### config.mk
export PLATFORM = sky130hd
export DESIGN_NAME = line_span_gen
export DESIGN_NICKNAME = d
export VERILOG_FILES = /design/src/rtl/draw_pkg.sv /design/src/rtl/line_step_calc.sv /design/src/rtl/line_span_gen.sv
export SDC_FILE = /design/constraint.sdc
export NUM_CORES = 1
export LEC_CHECK = 0
export ABC_AREA = 1
export CORE_UTILIZATION = 45
export DETAILED_ROUTE_END_ITERATION = 16
export PLACE_DENSITY_LB_ADDON = 0.3
export RECOVER_POWER = 25
export SLEW_MARGIN = 20
export SYNTH_ARGS = -nofsm -noshare
export SYNTH_HDL_FRONTEND = slang
export SYNTH_SLANG_ARGS = --single-unit
### constraint.sdc
create_clock -name i_clk -period 7.9 [get_ports i_clk]
set_clock_uncertainty 0.05 [all_clocks]
set_input_delay 0.79 -clock i_clk [delete_from_list [all_inputs] [get_ports i_clk]]
set_output_delay 0.79 -clock i_clk [all_outputs]
set_load 0.05 [all_outputs]
### src/rtl/draw_pkg.sv
// draw_pkg: shared coordinate width, span-generator FSM encoding and writer SPI commands.
package draw_pkg;
  localparam int COORD_W = 9;
  localparam logic [7:0] CMD_CASET = 8'h2A;
  localparam logic [7:0] CMD_RASET = 8'h2B;
  localparam logic [7:0] CMD_RAMWR = 8'h2C;
  typedef enum logic [2:0] {
    S_IDLE,
    S_SETUP,
    S_STEP,
    S_EMIT,
    S_WAIT,
    S_FIN
  } span_state_t;
endpackage

### src/rtl/line_step_calc.sv
// line_step_calc: one combinational Bresenham step from the current pixel and error term.
module line_step_calc #(
  parameter int W  = 9,
  parameter int EW = W + 2
) (
  input  logic [W-1:0]         x_i,
  input  logic [W-1:0]         y_i,
  input  logic signed [EW-1:0] err_i,
  input  logic signed [EW-1:0] dx_i,
  input  logic signed [EW-1:0] dy_i,
  input  logic                 sx_i,
  input  logic                 sy_i,
  output logic [W-1:0]         nx_o,
  output logic [W-1:0]         ny_o,
  output logic signed [EW-1:0] nerr_o,
  output logic                 y_changed_o
);
  logic signed [EW-1:0] e2;
  logic step_x, step_y;
  always_comb begin
    e2          = err_i <<< 1;
    step_x      = e2 >= dy_i;
    step_y      = e2 <= dx_i;
    nx_o        = step_x ? (sx_i ? x_i - 1'b1 : x_i + 1'b1) : x_i;
    ny_o        = step_y ? (sy_i ? y_i - 1'b1 : y_i + 1'b1) : y_i;
    nerr_o      = err_i + (step_x ? dy_i : '0) + (step_y ? dx_i : '0);
    y_changed_o = step_y;
  end
endmodule

### src/rtl/line_span_gen.sv
// line_span_gen: walks a segment with Bresenham and hands each same-row run to the span writer.
module line_span_gen
  import draw_pkg::*;
#(
  parameter int W  = COORD_W,
  parameter int EW = W + 2
) (
  input  logic         i_clk,
  input  logic         i_rst_n,
  input  logic         i_start,
  input  logic [W-1:0] i_x0,
  input  logic [W-1:0] i_y0,
  input  logic [W-1:0] i_x1,
  input  logic [W-1:0] i_y1,
  output logic         o_busy,
  output logic         o_done,
  output logic         o_span_start,
  output logic [W-1:0] o_span_x1,
  output logic [W-1:0] o_span_x2,
  output logic [W-1:0] o_span_y,
  input  logic         i_span_done
);
  span_state_t state_q;
  logic [W-1:0] x0_q, y0_q, x1_q, y1_q, cx_q, cy_q, run_lo_q, run_hi_q, run_y_q;
  logic signed [EW-1:0] dx_q, dy_q, err_q;
  logic sx_q, sy_q, last_q;
  logic signed [EW-1:0] ddx_d, ddy_d, dx_d, dy_d, nerr_d;
  logic [W-1:0] nx_d, ny_d;
  logic y_chg_d;
  always_comb begin
    ddx_d = $signed(EW'(x1_q)) - $signed(EW'(x0_q));
    ddy_d = $signed(EW'(y1_q)) - $signed(EW'(y0_q));
    dx_d  = ddx_d < 0 ? -ddx_d : ddx_d;
    dy_d  = ddy_d < 0 ? ddy_d : -ddy_d;
  end
  line_step_calc #(.W(W), .EW(EW)) u_step (
    .x_i        (cx_q),
    .y_i        (cy_q),
    .err_i      (err_q),
    .dx_i       (dx_q),
    .dy_i       (dy_q),
    .sx_i       (sx_q),
    .sy_i       (sy_q),
    .nx_o       (nx_d),
    .ny_o       (ny_d),
    .nerr_o     (nerr_d),
    .y_changed_o(y_chg_d)
  );
  always_ff @(posedge i_clk or negedge i_rst_n) begin
    if (!i_rst_n) begin
      state_q      <= S_IDLE;
      {x0_q, y0_q, x1_q, y1_q, cx_q, cy_q} <= '0;
      {run_lo_q, run_hi_q, run_y_q} <= '0;
      {dx_q, dy_q, err_q} <= '0;
      {sx_q, sy_q, last_q} <= '0;
      {o_busy, o_done, o_span_start} <= '0;
      {o_span_x1, o_span_x2, o_span_y} <= '0;
    end else begin
      o_span_start <= 1'b0;
      o_done       <= 1'b0;
      case (state_q)
        S_IDLE: if (i_start) begin
          {x0_q, y0_q, x1_q, y1_q} <= {i_x0, i_y0, i_x1, i_y1};
          o_busy  <= 1'b1;
          state_q <= S_SETUP;
        end
        S_SETUP: begin
          dx_q     <= dx_d;
          dy_q     <= dy_d;
          sx_q     <= ddx_d < 0;
          sy_q     <= ddy_d < 0;
          err_q    <= dx_d + dy_d;
          cx_q     <= x0_q;
          cy_q     <= y0_q;
          run_lo_q <= x0_q;
          run_hi_q <= x0_q;
          run_y_q  <= y0_q;
          state_q  <= S_STEP;
        end
        S_STEP: if (cx_q == x1_q && cy_q == y1_q) begin
          last_q  <= 1'b1;
          state_q <= S_EMIT;
        end else begin
          cx_q  <= nx_d;
          cy_q  <= ny_d;
          err_q <= nerr_d;
          // A row change closes the current run; the new pixel seeds the next one after WAIT.
          if (y_chg_d) begin
            last_q  <= 1'b0;
            state_q <= S_EMIT;
          end else begin
            run_lo_q <= nx_d < run_lo_q ? nx_d : run_lo_q;
            run_hi_q <= nx_d > run_hi_q ? nx_d : run_hi_q;
          end
        end
        S_EMIT: begin
          o_span_x1    <= run_lo_q;
          o_span_x2    <= run_hi_q;
          o_span_y     <= run_y_q;
          o_span_start <= 1'b1;
          state_q      <= S_WAIT;
        end
        S_WAIT: if (i_span_done) begin
          if (last_q) state_q <= S_FIN;
          else begin
            run_lo_q <= cx_q;
            run_hi_q <= cx_q;
            run_y_q  <= cy_q;
            state_q  <= S_STEP;
          end
        end
        S_FIN: begin
          o_done  <= 1'b1;
          o_busy  <= 1'b0;
          state_q <= S_IDLE;
        end
        default: state_q <= S_IDLE;
      endcase
    end
  end
endmodule

[Yosys cells after proc, flatten, opt, wreduce, memory -nomap -nowiden]
Cells that the tools add are included.
Operators by class
  order comparisons: 6
  muxes and demuxes: 39
  equal/unequal tests: 16
  reductions and logical operators: 16
  $add $sub $neg: 11
Operators with widths (number)
  two-way mux 9 bit: 16
  two-way mux 11 bit: 5
  one-hot mux 9 bit (2 select lines): 3
  one-hot mux 9 bit (3 select lines): 2
  adder 11 bit: 3
  negation 10 -> 11 bit: 2
  one-hot mux 11 bit (2 select lines): 1
  < comparator 10 x 1 -> 1 bit, second input constant: 2
  subtractor 9 x 9 -> 10 bit: 2
  adder 9 x 1 -> 9 bit, second input constant: 2
  equality test 9 bit: 2
  subtractor 9 x 1 -> 9 bit, second input constant: 2
  two-way mux 3 bit: 5
  one-hot mux 3 bit (5 select lines): 1
  != test 2 bit, second input constant: 7
  AND reduction 6 bit: 2
  >= comparator 11 bit: 1
  <= comparator 11 bit: 1
  greater-than comparator 9 bit: 1
  < comparator 9 bit: 1
  AND reduction 3 bit: 3
  AND reduction 2 bit: 4
  nonzero test 2 bit: 4
  equality test 3 x 2 -> 1 bit, second input constant: 2
  9 further kinds: 14
Storage, ports and cells
  flip-flop bits (word level): 150
  input port bits: 40

[Longest topological paths before layout]
  word-level depth: 8
  gate-level depth with buffers: 32
  depth with buffers taken out: 30

[By module]
Synthesis repeated with hierarchy kept, for this count alone.
Unflattened totals
  cells, all modules: 1393
  area, all modules: 10632.7 um^2
Modules (own cells, without submodules)
  line_span_gen: area an instance 8408.1 um^2, instances 1, cells each 1044
  line_step_calc: area an instance 2224.6 um^2, instances 1, cells each 349

[Worst setup path after synthesis]
Ideal clock, no wire load.
  path kind: flip-flop to flip-flop
  from: register err_q[9]
  to: register err_q[9]
  path slack: 4238 ps
  cell stages (with the launch flop): 30
  arrival: 3495 ps
  setup time: 117 ps
  period minus slack after synthesis: 3662 ps
  path through: dfrtp_1 ha_1 nand2_1 inv_2 nand2_1 nor2_1 nand2_1 nand3_1 nand2_1 nand2_1 inv_1 buf_4 nor2_1 fa_1 ha_1 fa_1 nand2_1 inv_1 o21ai_0 nand2_1 nand2_1 nand3_1 inv_1 nand2_1 nand2_1 nand3_1 nand2_1 nand2_1 nand3_1 nand2_1
Between the ends
  word-level cells in the longest chain between the ends: 6
  elaborated cells on any way between the ends: 8
  those cells by class: add/sub (2); order compare (2); mux (4)
Ends and longest elaborated chain
  from (decl): line line_span_gen.sv:25  | logic signed [EW-1:0] dx_q, dy_q, err_q;
  from (signal assigned): line line_span_gen.sv:72  | err_q <= dx_d + dy_d;
  from (signal assigned): line line_span_gen.sv:86  | err_q <= nerr_d;
  >= comparator 11 bit: line line_step_calc.sv:22  | step_x = e2 >= dy_i;
  two-way mux 11 bit: line line_step_calc.sv:26  | nerr_o = err_i + (step_x ? dy_i : '0) + (step_y ? dx_i : '0);
  adder 11 bit: line line_step_calc.sv:26
  adder 11 bit (*): line line_step_calc.sv:26
  two-way mux 11 bit (*): line line_span_gen.sv:80  | S_STEP: if (cx_q == x1_q && cy_q == y1_q) begin
  one-hot mux 11 bit (2 select lines) (*): line line_span_gen.sv:61  | case (state_q)
Mark *: on every way between the ends. The rest lies on a longest branch, timed or not. The select of a mux whose other input is x is not followed.
A chain may end at the register's enable or synchronous reset.

[Worst setup path in the final report]
Same ends and word-level chain as after synthesis.

==> results.sh <==
export IMPL_outcome="complete, but fails checks"
export IMPL_violations="capacitance limit, slew limit"
export IMPL_vias=9380
export IMPL_rr_worst_depth=28
export IMPL_r2r_start="err_q[9]$_DFFE_PN0P_"
export IMPL_rsz0062_at_grt="false"
export IMPL_critPathKind="reg -> reg"
export IMPL_finalCritPeriodShare_pct=62.45
export IMPL_grt_max_degree=76
export IMPL_numPortBuffers=69
export IMPL_critPathMaxStageDelay_ns=0.46
export IMPL_r2r_slack_ns=2.97
export IMPL_synthDistinctLibCells=48
export IMPL_fin_setup_tns_ns=0
export IMPL_synth_top_area_share_pct=35.23
export IMPL_dieWidth_um=155.4
export IMPL_cpMostUsedCell="nand2_1"
export IMPL_ys_warn_count=0
export IMPL_fin_nets=1620
export IMPL_hold_viol_final=0
export IMPL_drt_total_wl_mm=27.84
export IMPL_drc=0
export IMPL_wire_per_inst_um=15.44
export IMPL_grt_pass1_vias=8913
export IMPL_crit_fanout=20
export IMPL_clkSinkCount=149
export IMPL_startpoint_type="register"
export IMPL_ios=70
export IMPL_htree_levels=4
export IMPL_syn_area_mm2=0.01058
export IMPL_row_count=55
export IMPL_min_delay_start="run_lo_q[3]$_DFFE_PN0P_"
export IMPL_cap_violations=1
export IMPL_drt_initial_drc_count=719
export IMPL_synth_seq_cells=149
export IMPL_synthArstFlopShare_pct=100.0
export IMPL_tightest_slew_ns=4.043
export IMPL_yosysTopAreaCell="dfrtp_1"
export IMPL_clkLatencyLatePin_ns=0.43
export IMPL_antenna_found_initial=1
export IMPL_worst_hold_path_type="reg -> reg"
export IMPL_cts_tree="built"
export IMPL_cts_buffer_depth=2
export IMPL_ys_seq_area_share_pct=35.23
export IMPL_synth_avg_cell_area_um2=7.469
export IMPL_end_kind="register"
export IMPL_synth_edf_count=0
export IMPL_cp_arrival_ns=5.21
export IMPL_cts_root_buf="clkbuf_16"
export IMPL_track_usage_pct=24.03
export IMPL_first_pass_iters=5
export IMPL_min_period_ns=4.934
export IMPL_grt_pass1_wl_mm=45.37
export IMPL_gp_congestion=0.9069
export IMPL_layout_drive_gt1_share_pct=6.309
export IMPL_synth_net_count=1560
export IMPL_r2r_end="err_q[9]$_DFFE_PN0P_"
export IMPL_worst_path_max_delay_cell="nand2_1"
export IMPL_setup_violations=0
export IMPL_overflow=0
export IMPL_core_area_mm2=0.02285
export IMPL_drv_slew=76
export IMPL_die_h_um=155.4
export IMPL_min_to="run_lo_q[3]$_DFFE_PN0P_"
export IMPL_antenna_cells=0
export IMPL_synth_main_ff_cell="dfrtp_1"
export IMPL_cts_resized_gates=0
export IMPL_ant_nets=0
export IMPL_cts_buffers_inserted=17
export IMPL_synthTopCellsByArea="dfrtp_1 (35%), nand2_1 (14%), ha_1 (10%), inv_1 (7.0%), o21ai_0 (4.8%)"
export IMPL_hold_path_depth=2
export IMPL_cts_hold_buf=0
export IMPL_vias_per_cell=5.202
export IMPL_fmax_mhz=202.7
export IMPL_reg_top3="dx_q x11, dy_q x11, err_q x10"
export IMPL_required_ns=8.17
export IMPL_syn_to_final_growth_pct=14.58
export IMPL_relSlewSlack_pct=-169.5
export IMPL_die_area_mm2=0.02414
export IMPL_dp_hpwl_mm=20.72
export IMPL_postCtsSetupBuffers=0
export IMPL_clk_pin_slew_ns=0.07
export IMPL_start_util_pct=46.33
export IMPL_synthCells=1417
synthesized netlist by cell type, drive strengths merged, types with 19 or more instances:
master,n
xor2,25
nand2,400
inv,208
ha,88
nand3,51
a21oi,93
nand4,23
o21ai,118
dfrtp,149
nor2,119
clkbuf,19
o211ai,20
metrics by stage:
step / cells / hold slack [ns] / instance area, um2 / utilization (%) / worst slack (ns)
final: 1803 / 0.4259 / 12130 / 53.08 / 2.966
after global routing: 1803 / 0.4416 / 12130 / 53.08 / 2.616
after CTS: 1803 / 0.3548 / 12140 / 53.15 / 3.008
after detailed placement: 1771 / 0.4101 / 11550 / 50.54 / 3.095
after global placement: 1771 / 0.4028 / 11550 / 50.54 / 3.264
after floorplan: 1417 / 0.3861 / 10580 / - / 4.238
layer usage:
metal | routed length (um) | vias up | global-route usage [%]
met5 | 0 | - | 0
met4 | 572 | 0 | 7.516
met3 | 1458 | 37 | 3.621
met2 | 12810 | 264 | 38.93
met1 | 13000 | 4376 | 33.04
li1 | - | 4703 | -
worst max-delay path by stage:
stage / from / end / cells past startpoint
3_5_place_dp: err_q[9]$_DFFE_PN0P_ / err_q[9]$_DFFE_PN0P_ / 28
3_3_place_gp: err_q[9]$_DFFE_PN0P_ / err_q[9]$_DFFE_PN0P_ / 28
5_1_grt: i_rst_n / dx_q[9]$_DFFE_PN0P_ / 2
6_report: err_q[9]$_DFFE_PN0P_ / err_q[9]$_DFFE_PN0P_ / 28
2_1_floorplan: err_q[9]$_DFFE_PN0P_ / err_q[9]$_DFFE_PN0P_ / 29
4_1_cts: err_q[9]$_DFFE_PN0P_ / err_q[9]$_DFFE_PN0P_ / 28
area by class of cell:
class,count,area (um2)
repair buffers,74,718.2
multi-input cells,1027,5912
flip-flops and latches,149,3729
clock buffers,18,439.2
inverters,208,780.7
clock inverters,14,156.4
fillers,2248,10720
well taps,313,391.6
cell usage in the layout, fill, tap and decap left out, drive strengths merged:
cell type	count
nor2	119
a211oi	1
and2	1
nor4	2
nor3b	1
nand2	400
buf	4
or2	8
o211ai	20
a21o	2
clkbuf	20
dfrtp	149
o21a	3
nand3	51
nand4	23
inv	217
a21oi	93
nor3	10
ha	88
xnor2	12
mux2i	1
xor2	25
o21ai	118
a31oi	8
nand3b	11
clkinvlp	1
fa	15
o2111ai	1
clkdlybuf4s50	67
clkinv	4
a22oi	2
a21boi	2
mux2	9
o21bai	1
dlygate4sd3	1
critical path: cells and delay by family (launching register included):
family | cells | cell delay [ns]
flops | 1 | 0.42
compound gates | 1 | 0.28
buf+inv | 4 | 0.57
fa+ha+maj | 4 | 1.44
simple gates | 19 | 2.05
cell families after synthesis:
kind of cell,after synthesis,synth area share (%)
muxes,10,1.052
AOI/OAI and AO/OA,251,13.41
and+or+nand+nor,626,25.07
buffers and inverters,241,8.937
DFF,149,35.23
xor gates and xnor gates,37,3.062
adders and majority gates,103,13.24
Power is left out: the tool's default activity adds up to more than one toggle a clock period on the data nets, which glitch-free logic cannot reach.
